==> config.mk <==
export PLATFORM = sky130hd
export DESIGN_NAME = uart_cmd_decoder
export DESIGN_NICKNAME = d
export VERILOG_FILES = /design/src/rtl/uart_cmd_pkg.sv /design/src/rtl/uart_tx_seq.sv /design/src/rtl/uart_cmd_decoder.sv
export SDC_FILE = /design/constraint.sdc
export NUM_CORES = 1
export LEC_CHECK = 0
export CORE_MARGIN = 2
export CORE_UTILIZATION = 35
export DETAILED_ROUTE_END_ITERATION = 12
export SYNTH_ARGS = -nofsm -noshare
export SYNTH_HDL_FRONTEND = slang
export SYNTH_SLANG_ARGS = --single-unit
==> constraint.sdc <==
create_clock -name clock -period 3.15 [get_ports clock]
set_input_delay 0.63 -clock clock [delete_from_list [all_inputs] [get_ports clock]]
set_output_delay 0.63 -clock clock [all_outputs]
set_load 0.01 [all_outputs]
==> src/rtl/uart_cmd_pkg.sv <==
// Shared definitions for the UART host command decoder: command nibbles, frame length, FSM states.
package uart_cmd_pkg;

  localparam logic [3:0] CMD_WRITE  = 4'h2;
  localparam logic [3:0] CMD_READ   = 4'h3;
  localparam int         WORD_BYTES = 4;

  typedef enum logic [2:0] {
    ST_IDLE,
    ST_WR_DATA,
    ST_WR_COMMIT,
    ST_RD_REQ,
    ST_RD_LATCH,
    ST_TX
  } cmd_state_t;

  typedef enum logic [1:0] {
    TX_IDLE,
    TX_SEND,
    TX_ACK
  } tx_state_t;

endpackage

==> src/rtl/uart_tx_seq.sv <==
// Serialises a captured 32-bit word MSB first over the UART transmit handshake (txready/txen).
module uart_tx_seq
  import uart_cmd_pkg::*;
(
  input  logic        clock,
  input  logic        reset_n,
  input  logic        start,
  input  logic [31:0] word,
  input  logic        txready,
  output logic        txen,
  output logic [7:0]  txdata,
  output logic        done
);

  // state   | meaning
  // TX_IDLE | waiting for start, word not yet captured
  // TX_SEND | waiting for txready high to launch the next byte
  // TX_ACK  | waiting for txready low, the UART's acceptance of the byte

  tx_state_t   state;
  logic [31:0] tx_sr;
  logic [1:0]  idx;

  always_ff @(posedge clock) begin
    if (!reset_n) begin
      state  <= TX_IDLE;
      tx_sr  <= '0;
      idx    <= '0;
      txen   <= 1'b0;
      txdata <= '0;
      done   <= 1'b0;
    end else begin
      txen <= 1'b0;
      done <= 1'b0;
      case (state)
        TX_IDLE: if (start) begin
          tx_sr <= word;
          idx   <= '0;
          state <= TX_SEND;
        end
        TX_SEND: if (txready) begin
          txen   <= 1'b1;
          txdata <= tx_sr[31:24];
          state  <= TX_ACK;
        end
        TX_ACK: if (!txready) begin
          tx_sr <= {tx_sr[23:0], 8'h00};
          idx   <= idx + 1'b1;
          if (idx == 2'(WORD_BYTES - 1)) begin
            state <= TX_IDLE;
            done  <= 1'b1;
          end else begin
            state <= TX_SEND;
          end
        end
        default: state <= TX_IDLE;
      endcase
    end
  end

endmodule

==> src/rtl/uart_cmd_decoder.sv <==
// Host command interpreter: UART bytes in, 32-bit port writes/reads out, read replies back over UART.
// Optional inter-byte write timeout enabled by defining UART_CMD_TIMEOUT_EN.
module uart_cmd_decoder
  import uart_cmd_pkg::*;
#(
  parameter int TIMEOUT_CYCLES = 100000,
  parameter int PORT_W         = 4
) (
  input  logic              clock,
  input  logic              reset_n,
  input  logic              rxready,
  input  logic [7:0]        rxdata,
  input  logic              txready,
  output logic              txen,
  output logic [7:0]        txdata,
  output logic              wr_en,
  output logic [PORT_W-1:0] wr_addr,
  output logic [31:0]       wr_data,
  output logic [PORT_W-1:0] rd_addr,
  output logic              rd_req,
  input  logic [31:0]       rd_data,
  output logic              cmd_err,
  output logic              busy
);

  // state        | meaning
  // ST_IDLE      | accepting a command byte
  // ST_WR_DATA   | collecting the 4 write data bytes
  // ST_WR_COMMIT | transferring the assembled word to wr_data / wr_en
  // ST_RD_REQ    | rd_req high, port register file responding
  // ST_RD_LATCH  | rd_data valid, handed to the serialiser
  // ST_TX        | serialiser sending the 4 reply bytes

  cmd_state_t        state;
  logic [31:0]       sr;
  logic [1:0]        byte_cnt;
  logic [PORT_W-1:0] wr_addr_pend;
  logic              tx_start;
  logic              tx_done;
  logic              rx_discard;
  logic              to_expired;

  assign busy       = (state != ST_IDLE);
  assign tx_start   = (state == ST_RD_LATCH);
  assign rx_discard = rxready && (state != ST_IDLE) && (state != ST_WR_DATA);

`ifdef UART_CMD_TIMEOUT_EN
  localparam int TO_W = $clog2(TIMEOUT_CYCLES + 1);
  logic [TO_W-1:0] to_cnt;

  assign to_expired = (to_cnt == TO_W'(TIMEOUT_CYCLES));

  always_ff @(posedge clock) begin
    if (!reset_n || state != ST_WR_DATA || rxready) to_cnt <= '0;
    else if (!to_expired)                          to_cnt <= to_cnt + 1'b1;
  end
`else
  assign to_expired = 1'b0;
`endif

  always_ff @(posedge clock) begin
    if (!reset_n) begin
      state        <= ST_IDLE;
      sr           <= '0;
      byte_cnt     <= '0;
      wr_addr_pend <= '0;
      wr_en        <= 1'b0;
      wr_addr      <= '0;
      wr_data      <= '0;
      rd_addr      <= '0;
      rd_req       <= 1'b0;
      cmd_err      <= 1'b0;
    end else begin
      wr_en   <= 1'b0;
      rd_req  <= 1'b0;
      cmd_err <= rx_discard;
      case (state)
        ST_IDLE: if (rxready) begin
          if (rxdata[7:4] == CMD_WRITE) begin
            wr_addr_pend <= rxdata[PORT_W-1:0];
            byte_cnt     <= '0;
            state        <= ST_WR_DATA;
          end else if (rxdata[7:4] == CMD_READ) begin
            rd_addr <= rxdata[PORT_W-1:0];
            rd_req  <= 1'b1;
            state   <= ST_RD_REQ;
          end else begin
            cmd_err <= 1'b1;
          end
        end
        ST_WR_DATA: begin
          // a byte arriving on the expiry cycle still counts, so rxready wins
          if (rxready) begin
            sr       <= {sr[23:0], rxdata};
            byte_cnt <= byte_cnt + 1'b1;
            if (byte_cnt == 2'(WORD_BYTES - 1)) state <= ST_WR_COMMIT;
          end else if (to_expired) begin
            state   <= ST_IDLE;
            cmd_err <= 1'b1;
          end
        end
        ST_WR_COMMIT: begin
          wr_en   <= 1'b1;
          wr_data <= sr;
          wr_addr <= wr_addr_pend;
          state   <= ST_IDLE;
        end
        ST_RD_REQ:   state <= ST_RD_LATCH;
        ST_RD_LATCH: state <= ST_TX;
        ST_TX:       if (tx_done) state <= ST_IDLE;
        default:     state <= ST_IDLE;
      endcase
    end
  end

  uart_tx_seq u_tx_seq (
    .clock   (clock),
    .reset_n (reset_n),
    .start   (tx_start),
    .word    (rd_data),
    .txready (txready),
    .txen    (txen),
    .txdata  (txdata),
    .done    (tx_done)
  );

endmodule

==> run_results.csv <==
group,metric,value,unit
sta,drv_slew,0,
yosys,yosys.area.top_type_share,51.6,%
die,initial_core_util,36.1,%
clocking,postCtsResizedCells,0,
worst_setup_path,r2r_slack,940,ps
worst_hold_path,hold_path_end,"wr_data[31]",
yosys,synth_top_family_by_area,"simple AND/OR/NAND/NOR gates",
sta,relSlewSlack,36.2,%
worst_setup_path,critical-path-max-stage-delay,630,ps
worst_setup_path,r2r-start,"state[2]",
yosys,synthMuxAreaShare,7.94,%
placement,place.gp.congestion,0.782,
cells_and_area,syn_to_final_growth,31.8,%
yosys,synth-seq-cells,130,
cells_and_area,ff_latch_area,2600,µm²
die,coreArea,14000,µm²
global_route,grt_max_degree,83,
drt,routed_wl,11600,µm
sta,setup_tns,0,ps
yosys,synth_compound_area_share,14.4,%
yosys,synthAdderAreaFrac,0.496,%
pwr,pwr-share-seq,46.0,%
worst_setup_path,crit_slowest_cell,"dfxtp_1",
pwr,combPwrFrac,4.5,%
clocking,cts_buffer_depth,2,
die,fp.dieW,124,µm
sta,skew,8.81,ps
yosys,synth_edf_count,0,
cells_and_area,nets,703,
cells_and_area,final_util,47.5,%
cells_and_area,diodes,0,
cells_and_area,drive_gt1_share,6.88,%
worst_setup_path,ff2ff_path_depth,3,
clocking,cts_buffers,17,
pwr,power_switching,800,µW
pwr,ir_drop,0.385,mV
die,rows,43,
yosys,syn_avg_cell_area,8.67,µm²
placement,dp_slack,607,ps
yosys,synth_ff_type,"dfxtp_1",
worst_setup_path,path_max_fanout,14,
global_route,antenna_found_initial,0,
yosys,seq_area_frac_synth,51.6,%
status,status,"finished, final reports clean",
cells_and_area,stdcell_area,6650,µm²
die,dieArea,15400,µm²
yosys,synthCells,582,
die,dieHeight,124,µm
yosys,postSynth.asyncResetShare,0,%
worst_setup_path,start_kind,"flop",
sta,fin_crit_sh,80.2,%
drt,vias_per_cell,4.90,
drt,ant_nets,0,
yosys,yosysWarnings,0,
sta,report.final.hold_viol_count,0,
clocking,root_buffer,"clkbuf_16",
clocking,cts_hold_buf,0,
placement,place_area,6100,µm²
yosys,synth_top_area_cell,"dfxtp_1",
sta,layout_min_cycle_time,2530,ps
sta,rsz0062_at_grt,"no",
sta,fmax,0.396,GHz
yosys,synth_cell_types,42,
yosys,synthesis.area,5040,µm²
pwr,power.density,543,nW/µm²
drt,drt_pass1_iterations,4,
global_route,overflow,0,
die,pin_count,97,
pwr,clkPwrFrac,49.5,%
clocking,cts.sinks,130,
worst_setup_path,crit_chain,"nor3_1 -> inv_1 -> clkdlybuf4s50_1",
sta,setup-violations-final,0,
yosys,yosys-top-cells-area,"dfxtp_1 52%, nand2_1 13%, mux2i_1 7.9%",
worst_setup_path,critPathKind,"flop to primary output",
yosys,synthXorXnorAreaFrac,0.174,%
clocking,clk_pin_slew_worst_paths,60,ps
clocking,cts_tree,"done",
worst_setup_path,timing.rr.end,"u_tx_seq.tx_sr[3]",
clocking,postCtsSetupBuffers,0,
placement,dp_hpwl,7790,µm
yosys,syn_nets,628,
worst_setup_path,arrival,1900,ps
pwr,power_leakage,2.48,nW
worst_hold_path,hold_depth,2,
clocking,clock_latency,410,ps
drt,drt_iter0_drc,247,
global_route,grt_usage,15.9,%
worst_hold_path,min-delay-start,"sr[31]",
pwr,p_int,2.81,mW
pwr,swShare,22.2,%
drt,wl_per_cell,13.6,µm
clocking,cts.htree.levels,4,
drt,drc,0,
worst_setup_path,worstPathRequired,2520,ps
cells_and_area,multi_input_area,2230,µm²
sta,tightest_slew,949,ps
drt,via_count,4162,
yosys,yosys.area_share.simple,20.8,%
flow_run,drv_cap,0,
cells_and_area,n_fill_cell,1365,
worst_hold_path,hold_path.class,"flop to flop",
global_route,grt_first_pass_wirelength,18900,µm
placement,io_buffers,96,
global_route,grt_pass1_vias,3905,
worst_setup_path,cp-end-kind,"primary output",
sta,fin_ws,625,ps
==> metal layers <==
layer / up-vias / wire length [µm] / global-route usage, %
met5: - / 0 / 0
met4: 0 / 184 / 7.72
met3: 8 / 522 / 4.03
met2: 85 / 5380 / 23.9
met1: 1949 / 5490 / 21.3
li1: 2120 / - / -
==> sequential cells by signal, summed over array words and instances, names as in the netlist, 2 cells and up <==
| signal | flops |
|---|---|
| wr_data | 32 |
| sr | 32 |
| rd_addr | 4 |
| state | 3 |
| u_tx_seq.tx_sr | 32 |
| wr_addr_pend | 4 |
| u_tx_seq.txdata | 8 |
| wr_addr | 4 |
| u_tx_seq.state | 2 |
| byte_cnt | 2 |
| u_tx_seq.idx | 2 |
==> power by group through the flow <==
stage	clock (mW)	combinational, mW	sequential, mW
final	1.79	0.161	1.66
after global routing	1.91	0.177	1.66
after CTS	1.83	0.165	1.66
after detailed placement	0	0.164	1.70
after global placement	0	0.162	1.70
after floorplan	0	0.0798	1.69
==> cell usage after synthesis, types with 2 or more instances <==
cell / number
nand2b_1: 23
nand2_1: 176
mux2i_1: 40
buf_6: 4
o211ai_1: 24
and3_1: 3
nand3_1: 4
a32o_1: 8
a21oi_1: 71
buf_2: 5
buf_1: 2
dfxtp_1: 130
or2b_1: 2
inv_1: 4
nor3b_1: 5
nor2_1: 13
o21ai_0: 4
ha_1: 2
nor3_1: 3
clkbuf_1: 37
==> cell families (layout without fill, tap and decap cells) <==
family / Yosys count / after routing
DFF: 130 / 130
xor gates and xnor gates: 1 / 1
adders and majority gates: 2 / 2
and+or+nand+nor: 239 / 239
AOI/OAI and AO/OA: 118 / 118
muxes: 40 / 40
buffers and inverters: 52 / 139
==> cells in the final DEF, fill, tap and decap left out, types with 7 or more instances in the layout <==
master           count
o211ai_1            24
clkbuf_16           17
nand2b_1            23
clkdlybuf4s50_1     95
a21oi_1             71
dfxtp_1            130
a32o_1               8
nor2_1              13
buf_4                7
mux2i_1             40
nand2_1            176
==> per-stage QoR <==
stage / hold WS (ps) / cells / total power, mW
finish: 450 / 849 / 3.61
global route: 469 / 849 / 3.75
CTS: 452 / 849 / 3.66
detailed placement: 447 / 818 / 1.86
global placement: 441 / 818 / 1.86
floorplan: 432 / 582 / 1.77
==> critical path, delay by kind of cell, from the launching register on <==
family	cells	cell delay, ps
buffers and inverters	2	690
flip-flops	1	630
AND/OR/NAND/NOR	1	170
==> layout make-up <==
class / instances / share of cell area [%]
inverter: 4 / 0.226
clock inverter: 13 / 1.75
multi-input combinational: 400 / 33.6
timing repair buffer: 104 / 15.5
clock buffer: 18 / 6.46
sequential: 130 / 39.1
tap: 180 / 3.39
==> how the worst max path moves through the flow <==
stage | from | endpoint
2_1_floorplan | rxready | sr[10]
3_5_place_dp | txready | u_tx_seq.tx_sr[28]
6_report | state[2] | busy
4_1_cts | state[2] | busy
5_1_grt | state[2] | busy
3_3_place_gp | txready | u_tx_seq.tx_sr[29]
Power figures use the tool's default switching activity.
